File: src/rtl/cmp_rs_pipe.sv
// Multi-channel branch-compare unit: per-channel result slots drained round-robin onto one CDB port.
// Optional CMP_PERF_EN adds saturating handshake/stall counters (o_perf_done, o_perf_stall).
module cmp_rs_pipe #(
    parameter int unsigned CHANNELS = 8,
    parameter int unsigned DATA_W   = 32,
    parameter int unsigned TAG_W    = 4
) (
    input  logic                          clk,
    input  logic                          rst_n,
    input  logic                          i_flush,
    input  logic [CHANNELS-1:0]           i_in_valid,
    output logic [CHANNELS-1:0]           o_in_ready,
    input  logic [CHANNELS*DATA_W-1:0]    i_in_r1,
    input  logic [CHANNELS*DATA_W-1:0]    i_in_r2,
    input  logic [CHANNELS*3-1:0]         i_in_op,
    input  logic [CHANNELS*TAG_W-1:0]     i_in_tag,
    output logic                          o_out_valid,
    input  logic                          i_out_ready,
    output logic [TAG_W-1:0]              o_out_tag,
    output logic                          o_out_taken,
    output logic [$clog2(CHANNELS)-1:0]   o_out_chan
`ifdef CMP_PERF_EN
    ,
    output logic [31:0]                   o_perf_done,
    output logic [31:0]                   o_perf_stall
`endif
);

    localparam int unsigned CH_W = $clog2(CHANNELS);

    logic [CHANNELS-1:0] r_slot_v;
    logic [CHANNELS-1:0] r_slot_taken;
    logic [TAG_W-1:0]    r_slot_tag [CHANNELS];
    logic [CH_W-1:0]     r_rr_ptr;
    logic [CH_W-1:0]     r_locked_ch;
    logic                r_lock;

    logic [CH_W-1:0]     w_grant;
    logic [CH_W-1:0]     w_idx;
    logic                w_found;
    logic                w_hs;
    logic [CHANNELS-1:0] w_accept;
    logic [CHANNELS-1:0] w_taken;

    function automatic logic f_taken(input logic [DATA_W-1:0] a, input logic [DATA_W-1:0] b,
                                     input logic [2:0] op);
        logic res;
        case (op)
            3'b000:  res = (a == b);
            3'b001:  res = (a != b);
            3'b100:  res = ($signed(a) < $signed(b));
            3'b101:  res = !($signed(a) < $signed(b));
            3'b110:  res = (a < b);
            3'b111:  res = !(a < b);
            default: res = 1'b0;
        endcase
        return res;
    endfunction

    // A stalled grant stays locked so the CDB payload cannot change before it is taken.
    always_comb begin
        w_grant = '0;
        w_idx   = '0;
        w_found = 1'b0;
        if (r_lock) begin
            w_grant = r_locked_ch;
        end else begin
            for (int k = 0; k < int'(CHANNELS); k++) begin
                w_idx = CH_W'((32'(r_rr_ptr) + 32'(k)) % CHANNELS);
                if (!w_found && r_slot_v[w_idx]) begin
                    w_grant = w_idx;
                    w_found = 1'b1;
                end
            end
        end
    end

    assign o_out_valid = (|r_slot_v) && !i_flush;
    assign w_hs        = o_out_valid && i_out_ready;
    assign o_out_tag   = r_slot_tag[w_grant];
    assign o_out_taken = r_slot_taken[w_grant];
    assign o_out_chan  = w_grant;

    // A full slot can take a new op in the same cycle its result is handed to the CDB.
    always_comb begin
        o_in_ready = '0;
        w_accept   = '0;
        w_taken    = '0;
        for (int i = 0; i < int'(CHANNELS); i++) begin
            o_in_ready[i] = !i_flush && (!r_slot_v[i] || (w_hs && (w_grant == CH_W'(i))));
            w_accept[i]   = i_in_valid[i] && o_in_ready[i];
            w_taken[i]    = f_taken(i_in_r1[i*DATA_W +: DATA_W], i_in_r2[i*DATA_W +: DATA_W],
                                    i_in_op[i*3 +: 3]);
        end
    end

    always_ff @(posedge clk or negedge rst_n) begin
        if (!rst_n) begin
            r_slot_v     <= '0;
            r_slot_taken <= '0;
            for (int i = 0; i < int'(CHANNELS); i++) begin
                r_slot_tag[i] <= '0;
            end
            r_rr_ptr    <= '0;
            r_locked_ch <= '0;
            r_lock      <= 1'b0;
        end else if (i_flush) begin
            r_slot_v <= '0;
            r_lock   <= 1'b0;
        end else begin
            for (int i = 0; i < int'(CHANNELS); i++) begin
                if (w_accept[i]) begin
                    r_slot_v[i]     <= 1'b1;
                    r_slot_taken[i] <= w_taken[i];
                    r_slot_tag[i]   <= i_in_tag[i*TAG_W +: TAG_W];
                end else if (w_hs && (w_grant == CH_W'(i))) begin
                    r_slot_v[i] <= 1'b0;
                end
            end
            if (w_hs) begin
                r_rr_ptr <= (w_grant == CH_W'(CHANNELS - 1)) ? '0 : w_grant + 1'b1;
                r_lock   <= 1'b0;
            end else if (o_out_valid) begin
                r_lock      <= 1'b1;
                r_locked_ch <= w_grant;
            end
        end
    end

`ifdef CMP_PERF_EN
    logic [31:0] r_perf_done;
    logic [31:0] r_perf_stall;

    always_ff @(posedge clk or negedge rst_n) begin
        if (!rst_n) begin
            r_perf_done  <= '0;
            r_perf_stall <= '0;
        end else begin
            if (w_hs && (r_perf_done != 32'hFFFF_FFFF)) begin
                r_perf_done <= r_perf_done + 32'd1;
            end
            if (o_out_valid && !i_out_ready && (r_perf_stall != 32'hFFFF_FFFF)) begin
                r_perf_stall <= r_perf_stall + 32'd1;
            end
        end
    end

    assign o_perf_done  = r_perf_done;
    assign o_perf_stall = r_perf_stall;
`endif

endmodule

File: config.mk
export PLATFORM = sky130hd
export DESIGN_NAME = cmp_rs_pipe
export DESIGN_NICKNAME = d
export VERILOG_FILES = /design/src/rtl/cmp_rs_pipe.sv
export SDC_FILE = /design/constraint.sdc
export NUM_CORES = 1
export LEC_CHECK = 0
export ABC_AREA = 1
export CAP_MARGIN = 20
export CORE_AREA = 4 4 232 234
export CTS_BUF_LIST = sky130_fd_sc_hd__clkbuf_16
export DETAILED_ROUTE_END_ITERATION = 8
export DIE_AREA = 0 0 236 238
export PLACE_DENSITY = 0.61
export SYNTH_ARGS = -nofsm -noshare
export SYNTH_HDL_FRONTEND = slang
export SYNTH_SLANG_ARGS = --single-unit
File: constraint.sdc
create_clock -name clk -period 4.67 [get_ports clk]
set_input_delay 0.934 -clock clk [delete_from_list [all_inputs] [get_ports clk]]
set_output_delay 0.934 -clock clk [all_outputs]
set_load 0.02 [all_outputs]
==> results_dict.tcl, run 1 <==
set metrics [dict create \
    crit_type "register to output pin" \
    synthMuxAreaShare_pct 0 \
    stdcell_area_um2 18110 \
    fin_crit_ns 4.410 \
    clock_sinks 55 \
    synth_cells 1651 \
    dr.pass1.iters 5 \
    num_vias 13030 \
    critical_path_buf_inv_count 3 \
    synth_compound_area_share_pct 14.20 \
    hold_start "r_slot_taken[2]" \
    ys_warn_count 0 \
    globalRouteOverflowTotal 0 \
    max_stage_delay_ns 0.39 \
    grt_usage_pct 15.84 \
    fp.dieW_um 236 \
    synth_edf_count 0 \
    drive_gt1_share_pct 5.447 \
    synth_flop_cell "dfrtp_1" \
    hold_path.class "register to register" \
    core_area_um2 52020 \
    timing.rr.end "r_slot_taken[7]" \
    ios 597 \
    fin_cells 2950 \
    final_hold_viol_count 0 \
    end_kind "output pin" \
    worst_hold_path.num_cells 2 \
    worstSkewPairLatency_ns 0.30 \
    status "complete, no violations" \
    antenna_found_initial 9 \
    async_flop_share_pct 100.0 \
    synthTopCellsByCount "359 x inv_1, 331 x nand2_1, 260 x ha_1, 150 x a21oi_1, 100 x nor2_1" \
    io_buffers 596 \
    skew_ns 0.009070 \
    p_leak_nw 9.161 \
    synth_cell_types 52 \
    avgSynthCellArea_um2 6.627 \
    yosysTopAreaCell "ha_1" \
    drt_iter0_drc 614 \
    cp_cell_sequence "buf_4 > ha_1 > xor2_4 > nand3_2 > nand2_4 > nor2_8 > nand3_2 > nand2_1 > nor2_1 > a21oi_1 > nor2_2 > nor2_2 > buf_4 > nor2_1 > nand3_1 > a21oi_1 > buf_12" \
    hold-path-endpoint "r_slot_taken[2]" \
    grt_pass1_vias 13340 \
    cts_tree "built" \
    r2r_cells 22 \
    setup_viol 0 \
    via_per_inst 4.415 \
    drv_cap 0 \
    h-tree-depth 2 \
    ir_worst_vdd_mv 0.3948 \
    rrSetupSlack_ns 1.15 \
    placed_area_um2 17810 \
    crit_fanout 9 \
    yosysMostFrequentCell "inv_1" \
    relSlewSlack_pct 51.06 \
    clock.fmax_ghz 0.2268 \
    dp_hpwl_um 43120 \
    cts_buffers 5 \
    std_cell_rows 84 \
    place_inst 2930 \
    yosys.area_share.simple_pct 29.06 \
    cp_top_family "simple AND/OR/NAND/NOR gates" \
    syn_area_um2 10940 \
    die_area_um2 56170 \
    clk_pin_slew_ns 0.07 \
    drt_wl_total_um 47210 \
    yosysTopAreaCellShare_pct 29.73 \
    synth_top_family_by_area "adder cells" \
    synth_seq_cells 55 \
    reg2reg_from "r_rr_ptr[1]" \
    fin_setup_tns_ns 0 \
    slew_viol_final 0 \
    syn_to_final_growth_pct 65.53 \
    cts_hold_buf 0 \
    tightest_slew_ns 0.7239 \
    crit_arrival_ns 3.48 \
    fin_crit_sh_pct 94.43 \
    routedWlPerCell_um 16.00 \
    synth-adder-area-share_pct 29.73 \
    pwr_density_cell_nw_per_um2 312.1 \
    ant_nets 0 \
    cpMaxStageDelayCell "dfrtp_1" \
    cts-root-buf "clkbuf_16" \
    clockBufferDepth 2 \
    finalNetCount 3097 \
    ys_seq_area_share_pct 12.58 \
    gp_congestion 0.9679 \
    critPathLaunchType "register" \
    synth_fp_nets 2491 \
    synth-xor-area-share_pct 0.8005 \
    grt_pass1_wl_um 71360 \
    drc 0 \
    required_ns 3.74 \
    die_h_um 238 \
    synthTopCellsByArea "ha_1 30%, dfrtp_1 13%, inv_1 12%, nand2_1 11%, a21oi_1 6.9%" \
    grt_max_degree 56 \
    rsz0062_at_grt "false" \
    start_util_pct 21.03 \
]
tightest hold or removal path: cells and delay by family, from the launching register on:
family	cells	cell delay (ns)
flip-flops	1	0.35
AND/OR/NAND/NOR	2	0.10
cell type report:
cell class	instances	area [um2]
Tap cell	688	860.8
Clock inverter	3	71.32
Multi-Input combinational cell	1210	8115
Timing Repair Buffer	613	6150
Inverter	372	1401
Sequential cell	55	1376
Antenna cell	4	10.01
Fill cell	5513	33920
Clock buffer	5	125.1
registers in the layout, indices dropped and copies added, names as in the netlist:
name          flops
r_rr_ptr          3
r_slot_taken      8
r_locked_ch       3
r_slot_tag       32
r_slot_v          8
r_lock            1
power breakdown:
part / total, mW / switching (mW) / leakage [nW] / internal, mW
clock network: 0.495 / 0.184 / 0.0960 / 0.311
logic: 4.46 / 2.62 / 8.38 / 1.84
registers: 0.695 / 0.0989 / 0.688 / 0.596
logic make-up (layout without fill, tap and decap cells):
kind of cell / Yosys count / after routing
AOI/OAI and AO/OA: 276 / 276
xor gates and xnor gates: 7 / 7
adders and majority gates: 260 / 260
buffers and inverters: 387 / 993
DFF: 55 / 55
other: 0 / 4
and+or+nand+nor: 666 / 667
repair_timing:
action                                 CTS  global route
gates resized for setup                  6            15
setup endpoints to repair                5            13
gates cloned                             0             1
pin swaps                                1             3
endpoints found under the hold margin    0             0
setup buffers                            2             5
how the worst max path moves through the flow:
stage           startpoint            end  cells past startpoint
2_1_floorplan  r_rr_ptr[0]  o_in_ready[7]                     20
3_3_place_gp   r_rr_ptr[1]   o_out_tag[0]                     18
3_5_place_dp   r_rr_ptr[1]   o_out_tag[0]                     18
4_1_cts        r_rr_ptr[1]  o_in_ready[2]                     19
5_1_grt        r_rr_ptr[1]  o_in_ready[6]                     17
6_report       r_rr_ptr[1]  o_in_ready[6]                     17
cell usage in the layout, fill, tap and decap left out, drive strengths merged, types with 8 or more instances in the layout:
cell type,instances
a21oi,151
buf,26
clkdlybuf4s50,582
dfrtp,55
ha,260
inv,372
nand2,353
nand3,93
nand4,78
nor2,108
nor3,8
nor4,10
o211ai,8
o21ai,82
per-layer routing:
| metal | vias to the layer above | routed length, um | track usage, % |
|---|---|---|---|
| li1 | 6677 | - | - |
| met1 | 5884 | 18910 | 18.17 |
| met2 | 407 | 23890 | 29.59 |
| met3 | 47 | 3568 | 4.450 |
| met4 | 10 | 786 | 2.919 |
| met5 | - | 57 | 0 |
stage by stage:
step	worst slack (ns)	power [mW]	util [%]	hold slack (ns)
finish	0.2602	5.652	34.81	0.4845
floorplan	0.8873	3.338	-	0.4367
global route	0.01503	6.211	34.81	0.5119
global placement	0.2052	5.007	34.24	0.4606
detailed placement	0.1639	5.040	34.24	0.4692
CTS	0.06221	5.545	34.64	0.4878
Power figures use the tool's default switching activity.
==> run 2: changes to the inputs <==
==> constraint.sdc (replaced) <==
create_clock -name clk -period 4.67 [get_ports clk]
set_input_delay 0.934 -clock clk [delete_from_list [all_inputs] [get_ports clk]]
set_output_delay 0.934 -clock clk [all_outputs]
set_load 0.1 [all_outputs]
==> results_dict.tcl, run 2 (synthesis results as in run 1) <==
set metrics [dict create \
    crit_arrival_ns 3.49 \
    final_hold_viol_count 0 \
    dp_slack_ns 0.4904 \
    cts_tree "built" \
    fin_setup_tns_ns 0 \
    drv_cap 0 \
    drc 0 \
    p_leak_nw 9.145 \
    mostFrequentLayoutCells "578 x clkdlybuf4s50_1, 359 x inv_1, 330 x nand2_1" \
    grt_pass1_vias 13620 \
    cts_hold_buf 0 \
    regMostFlops "r_slot_tag" \
    worstSkewPairLatency_ns 0.30 \
    hold_slack_ns 0.4774 \
    cts_buffers 5 \
    gp_congestion 0.9534 \
    clockBufferDepth 2 \
    dp_hpwl_um 43190 \
    n_fill_cell 5528 \
    slew_viol_final 0 \
    routedWlPerCell_um 15.90 \
    finalNetCount 3092 \
    setup_viol 0 \
    syn_to_final_growth_pct 65.44 \
    grt_usage_pct 15.83 \
    std_cell_rows 84 \
    num_vias 13060 \
    start_util_pct 21.03 \
    dr.pass1.iters 5 \
    rsz0062_at_grt "false" \
    hold_path.class "register to register" \
    reg_top3 "r_slot_tag: 32 flops, r_slot_taken: 8 flops, r_slot_v: 8 flops" \
    drt_iter0_drc 487 \
    crit_type "register to output pin" \
    drive_gt1_share_pct 5.637 \
    fin_crit_ns 4.423 \
    h-tree-depth 2 \
    total_power_mw 6.808 \
    largest_reg_flops 32 \
    status "complete, no violations" \
    clock_sinks 55 \
    pwr_density_cell_nw_per_um2 376.1 \
    antenna_found_initial 13 \
    fin_util_pct 34.79 \
    die_h_um 238 \
    ios 597 \
    relSlewSlack_pct 52.35 \
    globalRouteOverflowTotal 0 \
    fin_crit_sh_pct 94.71 \
    critPathLaunchType "register" \
    skew_ns 0.01408 \
    ir_worst_vdd_mv 0.6407 \
    cts-root-buf "clkbuf_16" \
    required_ns 3.74 \
    stdcell_area_um2 18100 \
    fp.dieW_um 236 \
    clk_pin_slew_ns 0.07 \
    core_area_um2 52020 \
    ant_nets 0 \
    tightest_slew_ns 0.7148 \
    io_buffers 596 \
    grt_max_degree 56 \
    via_per_inst 4.436 \
    placed_area_um2 17930 \
    fin_cells 2945 \
    crit_fanout 11 \
    drt_wl_total_um 46810 \
    clock.fmax_ghz 0.2261 \
    end_kind "output pin" \
    die_area_um2 56170 \
    worst_slack_ns 0.2472 \
    final_common_cell "clkdlybuf4s50_1" \
    place_inst 2933 \
    grt_pass1_wl_um 71800 \
]
[run 2: cell count changes in the layout (fill, tap and decap cells not counted), moves of 2 or more]
cell,delta
buf_12,+8
buf_4,-2
bufinv_16,-2
clkdlybuf4s50_1,-4
dlygate4sd2_1,-4
nor2_1,-2
o21ai_0,+3
o21ai_1,-2
[run 2: power by group]
| group | leakage (nW) | total [mW] | switching, mW | internal, mW |
|---|---|---|---|---|
| Combinational | 8.38 | 5.73 | 3.68 | 2.05 |
| Sequential | 0.688 | 0.695 | 0.0985 | 0.596 |
| Clock | 0.0742 | 0.381 | 0.180 | 0.201 |
[run 2: path summary, 6_finish.rpt]
path,start,end,slack [ns],cells after the start
setup / recovery,r_rr_ptr[1],o_out_tag[1],0.25,19
hold / removal,r_slot_tag[23],r_slot_tag[23],0.48,2
setup reg to reg,r_rr_ptr[1],r_slot_tag[0],1.05,23
hold reg to reg,r_slot_tag[23],r_slot_tag[23],0.48,2
max in group asynchronous,rst_n,r_locked_ch[1],3.40,2
min in group asynchronous,rst_n,r_slot_v[7],0.75,2
[run 2: worst max-delay path, cell delays in order, from the launching register on]
cell and delay [ns]:
dfrtp_1 0.41, inv_4 0.11, ha_2 0.35, inv_2 0.15, nand3_1 0.13, nand2_1 0.10, nor2_1 0.07, a31oi_2 0.25
inv_1 0.11, nor2_4 0.14, nand3_1 0.08, nand2_1 0.08, inv_2 0.06, a21oi_4 0.27, buf_4 0.26, o21ai_1 0.09
a21oi_1 0.12, o21ai_1 0.07, nand2_1 0.15, buf_12 0.20
[run 2: cell type report]
class | count | area [um2] | share of cell area [%]
diodes | 4 | 10.01 | 0.05530
repair buffers | 609 | 6203 | 34.27
multi-input cells | 1209 | 8103 | 44.77
clock buffers | 5 | 125.1 | 0.6913
inverters | 372 | 1399 | 7.728
flip-flops and latches | 55 | 1376 | 7.604
clock inverters | 3 | 22.52 | 0.1244
well taps | 688 | 860.8 | 4.756
[run 2: per-layer routing]
metal  part of all wire (%)  global-route usage [%]  up-vias
met3                    7.9                   4.681       76
li1                       -                       -     6669
met1                     39                   17.57     5847
met5                   0.27                       0        -
met2                     50                   29.58      452
met4                    3.4                   4.022       20
[run 2: repair_timing]
item | in CTS | in global routing
endpoints found under the setup margin | 0 | 8
setup buffers | 0 | 0
resized for setup | 0 | 3
